### config.mk
export PLATFORM = sky130hd
export DESIGN_NAME = axi_enhanced_tx_wrr_sched_flat
export DESIGN_NICKNAME = d
export VERILOG_FILES = /design/src/rtl/axi_enhanced_tx_sched_pkg.sv /design/src/rtl/axi_enhanced_tx_wrr_sched_if.sv /design/src/rtl/axi_enhanced_tx_starve_timer.sv /design/src/rtl/axi_enhanced_tx_wrr_sched.sv /design/src/flat_wrapper.sv
export SDC_FILE = /design/constraint.sdc
export NUM_CORES = 1
export LEC_CHECK = 0
export CORE_AREA = 4 4 62 64
export CTS_BUF_LIST = sky130_fd_sc_hd__clkbuf_8
export CTS_CLUSTER_SIZE = 30
export DETAILED_ROUTE_END_ITERATION = 8
export DIE_AREA = 0 0 66 68
export PLACE_DENSITY = 0.75
export SLEW_MARGIN = 25
export SYNTH_ARGS = -nofsm -noshare
export SYNTH_HDL_FRONTEND = slang
export SYNTH_HIERARCHICAL = 1
export SYNTH_SLANG_ARGS = --single-unit
### constraint.sdc
create_clock -name com_iclk -period 2.2 [get_ports com_iclk]
set_input_delay 0.44 -clock com_iclk [delete_from_list [all_inputs] [get_ports com_iclk]]
set_output_delay 0.44 -clock com_iclk [all_outputs]
set_load 0.005 [all_outputs]
### src/rtl/axi_enhanced_tx_sched_pkg.sv
// Shared definitions for the enhanced AXI TX weighted round-robin scheduler:
// channel encodings, FSM states, counter widths and channel rotation helper.
package axi_enhanced_tx_sched_pkg;

  localparam logic [1:0] CH_RR  = 2'b00;
  localparam logic [1:0] CH_RW  = 2'b01;
  localparam logic [1:0] CH_CC  = 2'b10;
  localparam logic [1:0] CH_CFG = 2'b11;

  localparam int CNT_W = 4;
  localparam int TMR_W = 12;

  typedef enum logic [1:0] {
    LINKDN = 2'd0,
    IDLE   = 2'd1,
    BUSY   = 2'd2
  } sched_state_e;

  // WRR rotation order RR -> RW -> CC -> RR; CFG never sits on the pointer.
  function automatic logic [1:0] next_ch(input logic [1:0] ch);
    case (ch)
      CH_RR:   return CH_RW;
      CH_RW:   return CH_CC;
      default: return CH_RR;
    endcase
  endfunction

endpackage

### src/rtl/axi_enhanced_tx_wrr_sched_if.sv
// Source-valid, muxed-stream handshake and mux-control bundle between the TX
// sources and the WRR scheduler. master = source/stream side, slave = scheduler.
interface axi_enhanced_tx_wrr_sched_if;
  logic       s_axis_rr_tvalid;
  logic       s_axis_rw_tvalid;
  logic       s_axis_cc_tvalid;
  logic       s_axis_cfg_tvalid;
  logic       cfg_req;
  logic       cc_in_packet;
  logic       s_axis_tx_tvalid;
  logic       s_axis_tx_tready;
  logic       s_axis_tx_tlast;
  logic       trn_lnk_up;
  logic [1:0] channel_sel;
  logic       grant_valid;
  logic       rr_thrtl;
  logic       rw_thrtl;
  logic       cc_thrtl;
  logic       starve_event;

  modport master (
    output s_axis_rr_tvalid, s_axis_rw_tvalid, s_axis_cc_tvalid, s_axis_cfg_tvalid,
    output cfg_req, cc_in_packet,
    output s_axis_tx_tvalid, s_axis_tx_tready, s_axis_tx_tlast, trn_lnk_up,
    input  channel_sel, grant_valid, rr_thrtl, rw_thrtl, cc_thrtl, starve_event
  );

  modport slave (
    input  s_axis_rr_tvalid, s_axis_rw_tvalid, s_axis_cc_tvalid, s_axis_cfg_tvalid,
    input  cfg_req, cc_in_packet,
    input  s_axis_tx_tvalid, s_axis_tx_tready, s_axis_tx_tlast, trn_lnk_up,
    output channel_sel, grant_valid, rr_thrtl, rw_thrtl, cc_thrtl, starve_event
  );
endinterface

### src/rtl/axi_enhanced_tx_starve_timer.sv
// Single-channel wait timer: counts cycles a source waits with data while not
// granted and flags it starved once the wait reaches STARVE_LIMIT.
module axi_enhanced_tx_starve_timer
  import axi_enhanced_tx_sched_pkg::*;
#(
  parameter int STARVE_LIMIT = 256
) (
  input  logic clk,
  input  logic rst,
  input  logic clr,
  input  logic run,
  output logic starved
);

  localparam logic [TMR_W-1:0] LIMIT = TMR_W'(STARVE_LIMIT);

  logic [TMR_W-1:0] tmr_r;

  assign starved = (tmr_r >= LIMIT);

  // Wait counter; stops at the limit so it cannot wrap while the source waits.
  always_ff @(posedge clk) begin
    if (rst || clr) begin
      tmr_r <= '0;
    end else if (run && !starved) begin
      tmr_r <= tmr_r + TMR_W'(1);
    end
  end

endmodule

### src/rtl/axi_enhanced_tx_wrr_sched.sv
// Weighted round-robin packet scheduler for the enhanced AXI-to-TRN TX path.
// Grants one of RR/RW/CC/CFG per packet, drives the mux select and per-source
// throttles from registers. Optional starvation guard: define
// AXI_TX_SCHED_STARVE_GUARD_EN to add per-channel wait timers.
module axi_enhanced_tx_wrr_sched
  import axi_enhanced_tx_sched_pkg::*;
#(
  parameter int W_RR         = 4,
  parameter int W_RW         = 4,
  parameter int W_CC         = 8,
  parameter int STARVE_LIMIT = 256,
  parameter int TCQ          = 1
) (
  input logic                         com_iclk,
  input logic                         com_sysrst,
  axi_enhanced_tx_wrr_sched_if.slave  tx
);

  // TCQ is carried for drop-in compatibility; outputs are plain registers.
  if (W_RR < 1 || W_RR > 15 || W_RW < 1 || W_RW > 15 || W_CC < 1 || W_CC > 15 ||
      STARVE_LIMIT < 16 || STARVE_LIMIT > 4095 || TCQ < 0) begin : g_param_check
    $error("axi_enhanced_tx_wrr_sched: parameter out of range");
  end

  localparam logic [CNT_W-1:0] WT_RR = CNT_W'(W_RR);
  localparam logic [CNT_W-1:0] WT_RW = CNT_W'(W_RW);
  localparam logic [CNT_W-1:0] WT_CC = CNT_W'(W_CC);

  function automatic logic [CNT_W-1:0] sat_inc(input logic [CNT_W-1:0] c);
    return (c == {CNT_W{1'b1}}) ? c : c + CNT_W'(1);
  endfunction

  function automatic logic [CNT_W-1:0] weight_of(input logic [1:0] ch);
    case (ch)
      CH_RR:   return WT_RR;
      CH_RW:   return WT_RW;
      default: return WT_CC;
    endcase
  endfunction

  // Throttle pattern {cc, rw, rr}: only the granted data source is released.
  function automatic logic [2:0] thr_of(input logic [1:0] ch);
    case (ch)
      CH_RR:   return 3'b110;
      CH_RW:   return 3'b101;
      CH_CC:   return 3'b011;
      default: return 3'b111;
    endcase
  endfunction

  sched_state_e     state_r, state_nxt;
  logic [1:0]       sel_r, sel_nxt;
  logic             gv_r, gv_nxt;
  logic [2:0]       thr_r, thr_nxt;
  logic             se_r, se_nxt;
  logic [1:0]       ptr_r, ptr_nxt;
  logic [CNT_W-1:0] cnt_r [4];
  logic [CNT_W-1:0] cnt_nxt [4];

  logic [3:0] src_vld;
  logic [2:0] starved;
  logic [2:0] starved_vld;
  logic [1:0] n1, n2;
  logic [1:0] win_ch;
  logic       win_vld, win_starve, ptr_adv, eop;

  assign src_vld = {tx.s_axis_cfg_tvalid, tx.s_axis_cc_tvalid,
                    tx.s_axis_rw_tvalid,  tx.s_axis_rr_tvalid};
  assign eop     = tx.s_axis_tx_tvalid & tx.s_axis_tx_tready & tx.s_axis_tx_tlast;
  assign starved_vld = starved & src_vld[2:0];

`ifdef AXI_TX_SCHED_STARVE_GUARD_EN
  logic tmr_clr;
  assign tmr_clr = (state_r == LINKDN) || !tx.trn_lnk_up;

  for (genvar i = 0; i < 3; i++) begin : g_tmr
    axi_enhanced_tx_starve_timer #(
      .STARVE_LIMIT (STARVE_LIMIT)
    ) u_tmr (
      .clk     (com_iclk),
      .rst     (com_sysrst),
      .clr     (tmr_clr || (gv_r && (sel_r == 2'(i)))),
      .run     (src_vld[i]),
      .starved (starved[i])
    );
  end
`else
  assign starved = 3'b000;
`endif

  // Arbitration winner for the IDLE decision: CFG, CC continuation, starved,
  // pointer within weight, then the next valid channel after the pointer.
  always_comb begin
    win_vld    = 1'b1;
    win_ch     = ptr_r;
    win_starve = 1'b0;
    n1         = next_ch(ptr_r);
    n2         = next_ch(n1);
    ptr_adv    = !src_vld[ptr_r] || (cnt_r[ptr_r] >= weight_of(ptr_r));
    if (src_vld[3] && tx.cfg_req) begin
      win_ch = CH_CFG;
    end else if (src_vld[2] && tx.cc_in_packet) begin
      win_ch = CH_CC;
    end else if (|starved_vld) begin
      win_starve = 1'b1;
      if (starved_vld[0])      win_ch = CH_RR;
      else if (starved_vld[1]) win_ch = CH_RW;
      else                     win_ch = CH_CC;
    end else if (!ptr_adv) begin
      win_ch = ptr_r;
    end else if (src_vld[n1]) begin
      win_ch = n1;
    end else if (src_vld[n2]) begin
      win_ch = n2;
    end else if (src_vld[ptr_r]) begin
      win_ch = ptr_r;
    end else begin
      win_vld = 1'b0;
    end
  end

  // FSM next state, WRR pointer/count bookkeeping and registered-output targets.
  always_comb begin
    state_nxt = state_r;
    sel_nxt   = sel_r;
    gv_nxt    = gv_r;
    thr_nxt   = thr_r;
    se_nxt    = 1'b0;
    ptr_nxt   = ptr_r;
    cnt_nxt   = cnt_r;
    if (!tx.trn_lnk_up) begin
      state_nxt = LINKDN;
      gv_nxt    = 1'b0;
      thr_nxt   = 3'b111;
      ptr_nxt   = CH_RR;
      for (int i = 0; i < 4; i++) cnt_nxt[i] = '0;
    end else begin
      case (state_r)
        LINKDN: begin
          state_nxt = IDLE;
          gv_nxt    = 1'b0;
          thr_nxt   = 3'b111;
        end
        IDLE: begin
          gv_nxt  = 1'b0;
          thr_nxt = 3'b111;
          if (win_vld) begin
            state_nxt = BUSY;
            sel_nxt   = win_ch;
            gv_nxt    = 1'b1;
            thr_nxt   = thr_of(win_ch);
            se_nxt    = win_starve;
          end
          // A CFG grant leaves the WRR round untouched.
          if (ptr_adv && !(win_vld && (win_ch == CH_CFG))) begin
            cnt_nxt[ptr_r] = '0;
            ptr_nxt        = next_ch(ptr_r);
          end
        end
        BUSY: begin
          if (eop) begin
            state_nxt = IDLE;
            gv_nxt    = 1'b0;
            thr_nxt   = 3'b111;
            if (sel_r != CH_CFG) cnt_nxt[sel_r] = sat_inc(cnt_r[sel_r]);
          end
        end
        default: state_nxt = LINKDN;
      endcase
    end
  end

  // Registered state and outputs.
  always_ff @(posedge com_iclk) begin
    if (com_sysrst) begin
      state_r <= IDLE;
      sel_r   <= CH_RR;
      gv_r    <= 1'b0;
      thr_r   <= 3'b111;
      se_r    <= 1'b0;
      ptr_r   <= CH_RR;
      for (int i = 0; i < 4; i++) cnt_r[i] <= '0;
    end else begin
      state_r <= state_nxt;
      sel_r   <= sel_nxt;
      gv_r    <= gv_nxt;
      thr_r   <= thr_nxt;
      se_r    <= se_nxt;
      ptr_r   <= ptr_nxt;
      for (int i = 0; i < 4; i++) cnt_r[i] <= cnt_nxt[i];
    end
  end

  assign tx.channel_sel  = sel_r;
  assign tx.grant_valid  = gv_r;
  assign tx.rr_thrtl     = thr_r[0];
  assign tx.rw_thrtl     = thr_r[1];
  assign tx.cc_thrtl     = thr_r[2];
  assign tx.starve_event = se_r;

endmodule

### src/flat_wrapper.sv
// flat-port wrapper written by rule: the top's interface ports become plain ports
module axi_enhanced_tx_wrr_sched_flat import axi_enhanced_tx_sched_pkg::*;
#(
  parameter int W_RR         = 4,
  parameter int W_RW         = 4,
  parameter int W_CC         = 8,
  parameter int STARVE_LIMIT = 256,
  parameter int TCQ          = 1
)
  (com_iclk, com_sysrst, tx_s_axis_rr_tvalid, tx_s_axis_rw_tvalid, tx_s_axis_cc_tvalid, tx_s_axis_cfg_tvalid, tx_cfg_req, tx_cc_in_packet, tx_s_axis_tx_tvalid, tx_s_axis_tx_tready, tx_s_axis_tx_tlast, tx_trn_lnk_up, tx_channel_sel, tx_grant_valid, tx_rr_thrtl, tx_rw_thrtl, tx_cc_thrtl, tx_starve_event);
  axi_enhanced_tx_wrr_sched_if tx_i ();
  input logic com_iclk;
  input logic com_sysrst;
  input wire logic [$bits(tx_i.s_axis_rr_tvalid)-1:0] tx_s_axis_rr_tvalid;
  input wire logic [$bits(tx_i.s_axis_rw_tvalid)-1:0] tx_s_axis_rw_tvalid;
  input wire logic [$bits(tx_i.s_axis_cc_tvalid)-1:0] tx_s_axis_cc_tvalid;
  input wire logic [$bits(tx_i.s_axis_cfg_tvalid)-1:0] tx_s_axis_cfg_tvalid;
  input wire logic [$bits(tx_i.cfg_req)-1:0] tx_cfg_req;
  input wire logic [$bits(tx_i.cc_in_packet)-1:0] tx_cc_in_packet;
  input wire logic [$bits(tx_i.s_axis_tx_tvalid)-1:0] tx_s_axis_tx_tvalid;
  input wire logic [$bits(tx_i.s_axis_tx_tready)-1:0] tx_s_axis_tx_tready;
  input wire logic [$bits(tx_i.s_axis_tx_tlast)-1:0] tx_s_axis_tx_tlast;
  input wire logic [$bits(tx_i.trn_lnk_up)-1:0] tx_trn_lnk_up;
  output wire logic [$bits(tx_i.channel_sel)-1:0] tx_channel_sel;
  output wire logic [$bits(tx_i.grant_valid)-1:0] tx_grant_valid;
  output wire logic [$bits(tx_i.rr_thrtl)-1:0] tx_rr_thrtl;
  output wire logic [$bits(tx_i.rw_thrtl)-1:0] tx_rw_thrtl;
  output wire logic [$bits(tx_i.cc_thrtl)-1:0] tx_cc_thrtl;
  output wire logic [$bits(tx_i.starve_event)-1:0] tx_starve_event;
  assign tx_i.s_axis_rr_tvalid = tx_s_axis_rr_tvalid;
  assign tx_i.s_axis_rw_tvalid = tx_s_axis_rw_tvalid;
  assign tx_i.s_axis_cc_tvalid = tx_s_axis_cc_tvalid;
  assign tx_i.s_axis_cfg_tvalid = tx_s_axis_cfg_tvalid;
  assign tx_i.cfg_req = tx_cfg_req;
  assign tx_i.cc_in_packet = tx_cc_in_packet;
  assign tx_i.s_axis_tx_tvalid = tx_s_axis_tx_tvalid;
  assign tx_i.s_axis_tx_tready = tx_s_axis_tx_tready;
  assign tx_i.s_axis_tx_tlast = tx_s_axis_tx_tlast;
  assign tx_i.trn_lnk_up = tx_trn_lnk_up;
  assign tx_channel_sel = tx_i.channel_sel;
  assign tx_grant_valid = tx_i.grant_valid;
  assign tx_rr_thrtl = tx_i.rr_thrtl;
  assign tx_rw_thrtl = tx_i.rw_thrtl;
  assign tx_cc_thrtl = tx_i.cc_thrtl;
  assign tx_starve_event = tx_i.starve_event;
  axi_enhanced_tx_wrr_sched #(.W_RR(W_RR), .W_RW(W_RW), .W_CC(W_CC), .STARVE_LIMIT(STARVE_LIMIT), .TCQ(TCQ)) u_core (.com_iclk(com_iclk), .com_sysrst(com_sysrst), .tx(tx_i));
endmodule
==> results.md <==
- Post-Synthesis Cell Area: 1660 µm²
- Global-route wire length before repair: approximately 7500 µm
- Req. time, crit path: 2.38 ns
- Unrepaired setup endpoints after global routing: true
- Post-Syn Nets: around 220
- Synth cell count leaders: 37 x nand2_1, 26 x dfxtp_1, 17 x o21ai_0
- Nets: about 260
- Pin count of the biggest net entering global routing: 16
- DRC violation total after the first TritonRoute iteration: 119
- Final Wtd Congestion: 0.869
- Cts hold-fix bufs: 0
- Setup ws final: around 0.075 ns
- Detailed placer's ending HPWL: between 3000 and 4000 µm
- Max H-tree Level: 1
- Io pins: 19
- Routed len/inst: roughly 15 µm
- Ranking of synthesized cells by area: dfxtp_1 31%, nand2_1 8.4%, mux4_2 5.4%
- Final Power: 1.15 mW
- Slew Limit Fails: 0
- Post-route ant nets: 0
- Placed cell count: between 200 and 300
- DR pass1 iterations: 5
- CP Data Arrival Time: ~2.3 ns
- Overflow after GRT: 0
- Final Core Density: 66.4%
- Clk_skew: about 0.0038 ns
- Filler cells: between 200 and 300
- Worst skew pair latency: around 0.27 ns
- Initial Utilization: between 50% and 60%
- Crit Path Class: flop to flop
- CTS Sinks: 26
- Synth Warn #: 6
- EDFF count, synth: 0
- Area grow syn2layout: 31.6%
- Largest area contributor in the netlist: dfxtp_1
- Yosys reg bits: 26
- Hold Path Class: flop to flop
- Crit path max fanout: 5
- Max Cap Viol: 0
- Clock Tree Root: clkbuf_8
- Clock buffer depth: 2
- F_max: 470 MHz
- Vias: approximately 1,700
- Kind of end point of the critical path: flop
- Initial antenna violation count: 0
- P_leak: ~0.82 nW
- Ant. Diodes: 0
- Pwr/cell area: ~530 nW/µm²
- Port bufs: 17
- Sequential element share of the synthesized area: about a third
- Die ar.: ~4500 µm²
- Final worst path period share: a little under 100%
- Worst slack, placed: -0.351 ns
- Die Y: between 60 and 70 µm
- Final worst path period need: 2.13 ns
- Count of final setup violators: 0
- Syn Area/Cell: slightly above 8 µm²
- Setup TNS: 0 ns
- Vias in the first global route: about 1,700
- Clock buffer count from CTS: 3
- Critical path startpoint category: flop
- DRC Markers: 0
- Final hold vios: 0
- Asr flop ratio synth: 0%
- Chip width: approximately 66 µm
- Final wirelength: 4460 µm
- Cell Count, Final, Fillers Out: ~290
- Post-Synthesis Cells: 202
- Synth Flop Type: dfxtp_1
- Share of layout cells above drive strength 1: between 20 and 30%
- Core ar.: 3280 µm²
- Vias per cell: about 5.8
- Row count: 21
- Clock transition at path regs: 0.09 ns
- Status: complete, no violations
- GRT Overall Usage: a little over a fifth
- CTS tree: built
- VDD IR-drop max: 0.000384 V
- Post CTS Setup Buffer Count: 0
- Most common cell in the synthesized netlist: nand2_1
- Share of the synthesized area in the top cell type: 31.4%
- Post-synth cell types: 53
cell type report:
cell class / instances / area (µm²) / area share, %
sequential: 26 / 524 / 24.0
inverter: 4 / 15.0 / 0.688
multi-input combinational: 164 / 1120 / 51.3
clock inverter: 1 / 30.0 / 1.38
timing repair buffer: 47 / 394 / 18.1
tap: 46 / 57.6 / 2.64
clock buffer: 3 / 41.3 / 1.89
path summary, 6_finish.rpt:
path,end,from,cells past startpoint,slack [ns]
max reg2reg,u_core/cnt_r[4],u_core/tx.channel_sel[0],8,0.07
min,u_core/cnt_r[9],u_core/cnt_r[9],2,0.47
max,u_core/cnt_r[4],u_core/tx.channel_sel[0],8,0.07
min reg2reg,u_core/cnt_r[9],u_core/cnt_r[9],2,0.47
placed cells by master (no fill, tap or decap), types with 3 or more instances in the layout:
cell type | netlist | final
dfxtp_2 | 0 | 3
and2_1 | 5 | 5
dlygate4sd2_1 | 0 | 4
mux2i_1 | 6 | 6
buf_4 | 2 | 29
nor2b_1 | 8 | 8
mux4_2 | 4 | 4
clkbuf_8 | 0 | 3
inv_1 | 3 | 3
nor3b_1 | 3 | 3
clkdlybuf4s50_1 | 0 | 13
nor3_1 | 6 | 6
o21ai_0 | 17 | 16
a211o_1 | 3 | 3
and3_1 | 3 | 3
dfxtp_1 | 26 | 23
nand2_1 | 37 | 36
o21ai_1 | 5 | 5
a21oi_1 | 10 | 10
nor2_1 | 10 | 10
nand2b_1 | 4 | 4
nand3_1 | 5 | 5
through the flow:
stage               hold WS [ns]  instance area (µm²)
floorplan                  0.424                 1660
global placement           0.436                 2070
detailed placement         0.443                 2070
CTS                        0.469                 2150
global route               0.491                 2180
finish                     0.472                 2180
routing by layer:
layer	global-route usage [%]	vias up	wire length, µm
met4	4.57	0	44
li1	-	818	-
met3	2.30	4	327
met1	27.6	800	1870
met5	0	-	0
met2	39.7	73	2220
flip-flops by register name, summed over array words and instances (netlist names):
| name | count |
|---|---|
| u_core/cnt_r | 16 |
| u_core/ptr_r | 2 |
| u_core/state_r | 2 |
| u_core/thr_r | 3 |
| u_core/tx.channel_sel | 2 |
| u_core/tx.grant_valid | 1 |
repair_timing:
action                     4_1_cts  5_1_grt
resized for setup                9        7
pin swaps                        7        5
setup endpoints to repair       11       16
power by group:
part           total, mW  switching [mW]  internal, mW  leakage (nW)
combinational      0.262           0.133         0.128         0.575
sequential         0.492         0.00975         0.482         0.212
clock              0.395           0.151         0.243        0.0357
logic make-up (layout without fill, tap and decap cells):
logic type / after synthesis / in the layout / synth area share, %
buffers and inverters: 12 / 55 / 3.40
adder cells (fa/ha/maj): 1 / 1 / 0.755
AND/OR/NAND/NOR: 88 / 88 / 26.1
XOR/XNOR: 1 / 1 / 0.528
flip-flops: 26 / 26 / 31.4
multiplexers: 11 / 11 / 9.74
AO/OA/AOI/OAI: 62 / 62 / 27.9
other: 1 / 1 / 0.226
critical path, cell delays in order, from the launching register on:
cell and delay [ns]:
dfxtp_2 0.36, mux4_2 0.56, ha_4 0.20, nand2_1 0.07
o22ai_2 0.08, nand2_2 0.10, xor2_2 0.23, o21ai_0 0.13
a221oi_1 0.29
No activity file was read; power rests on OpenSTA's default activity.
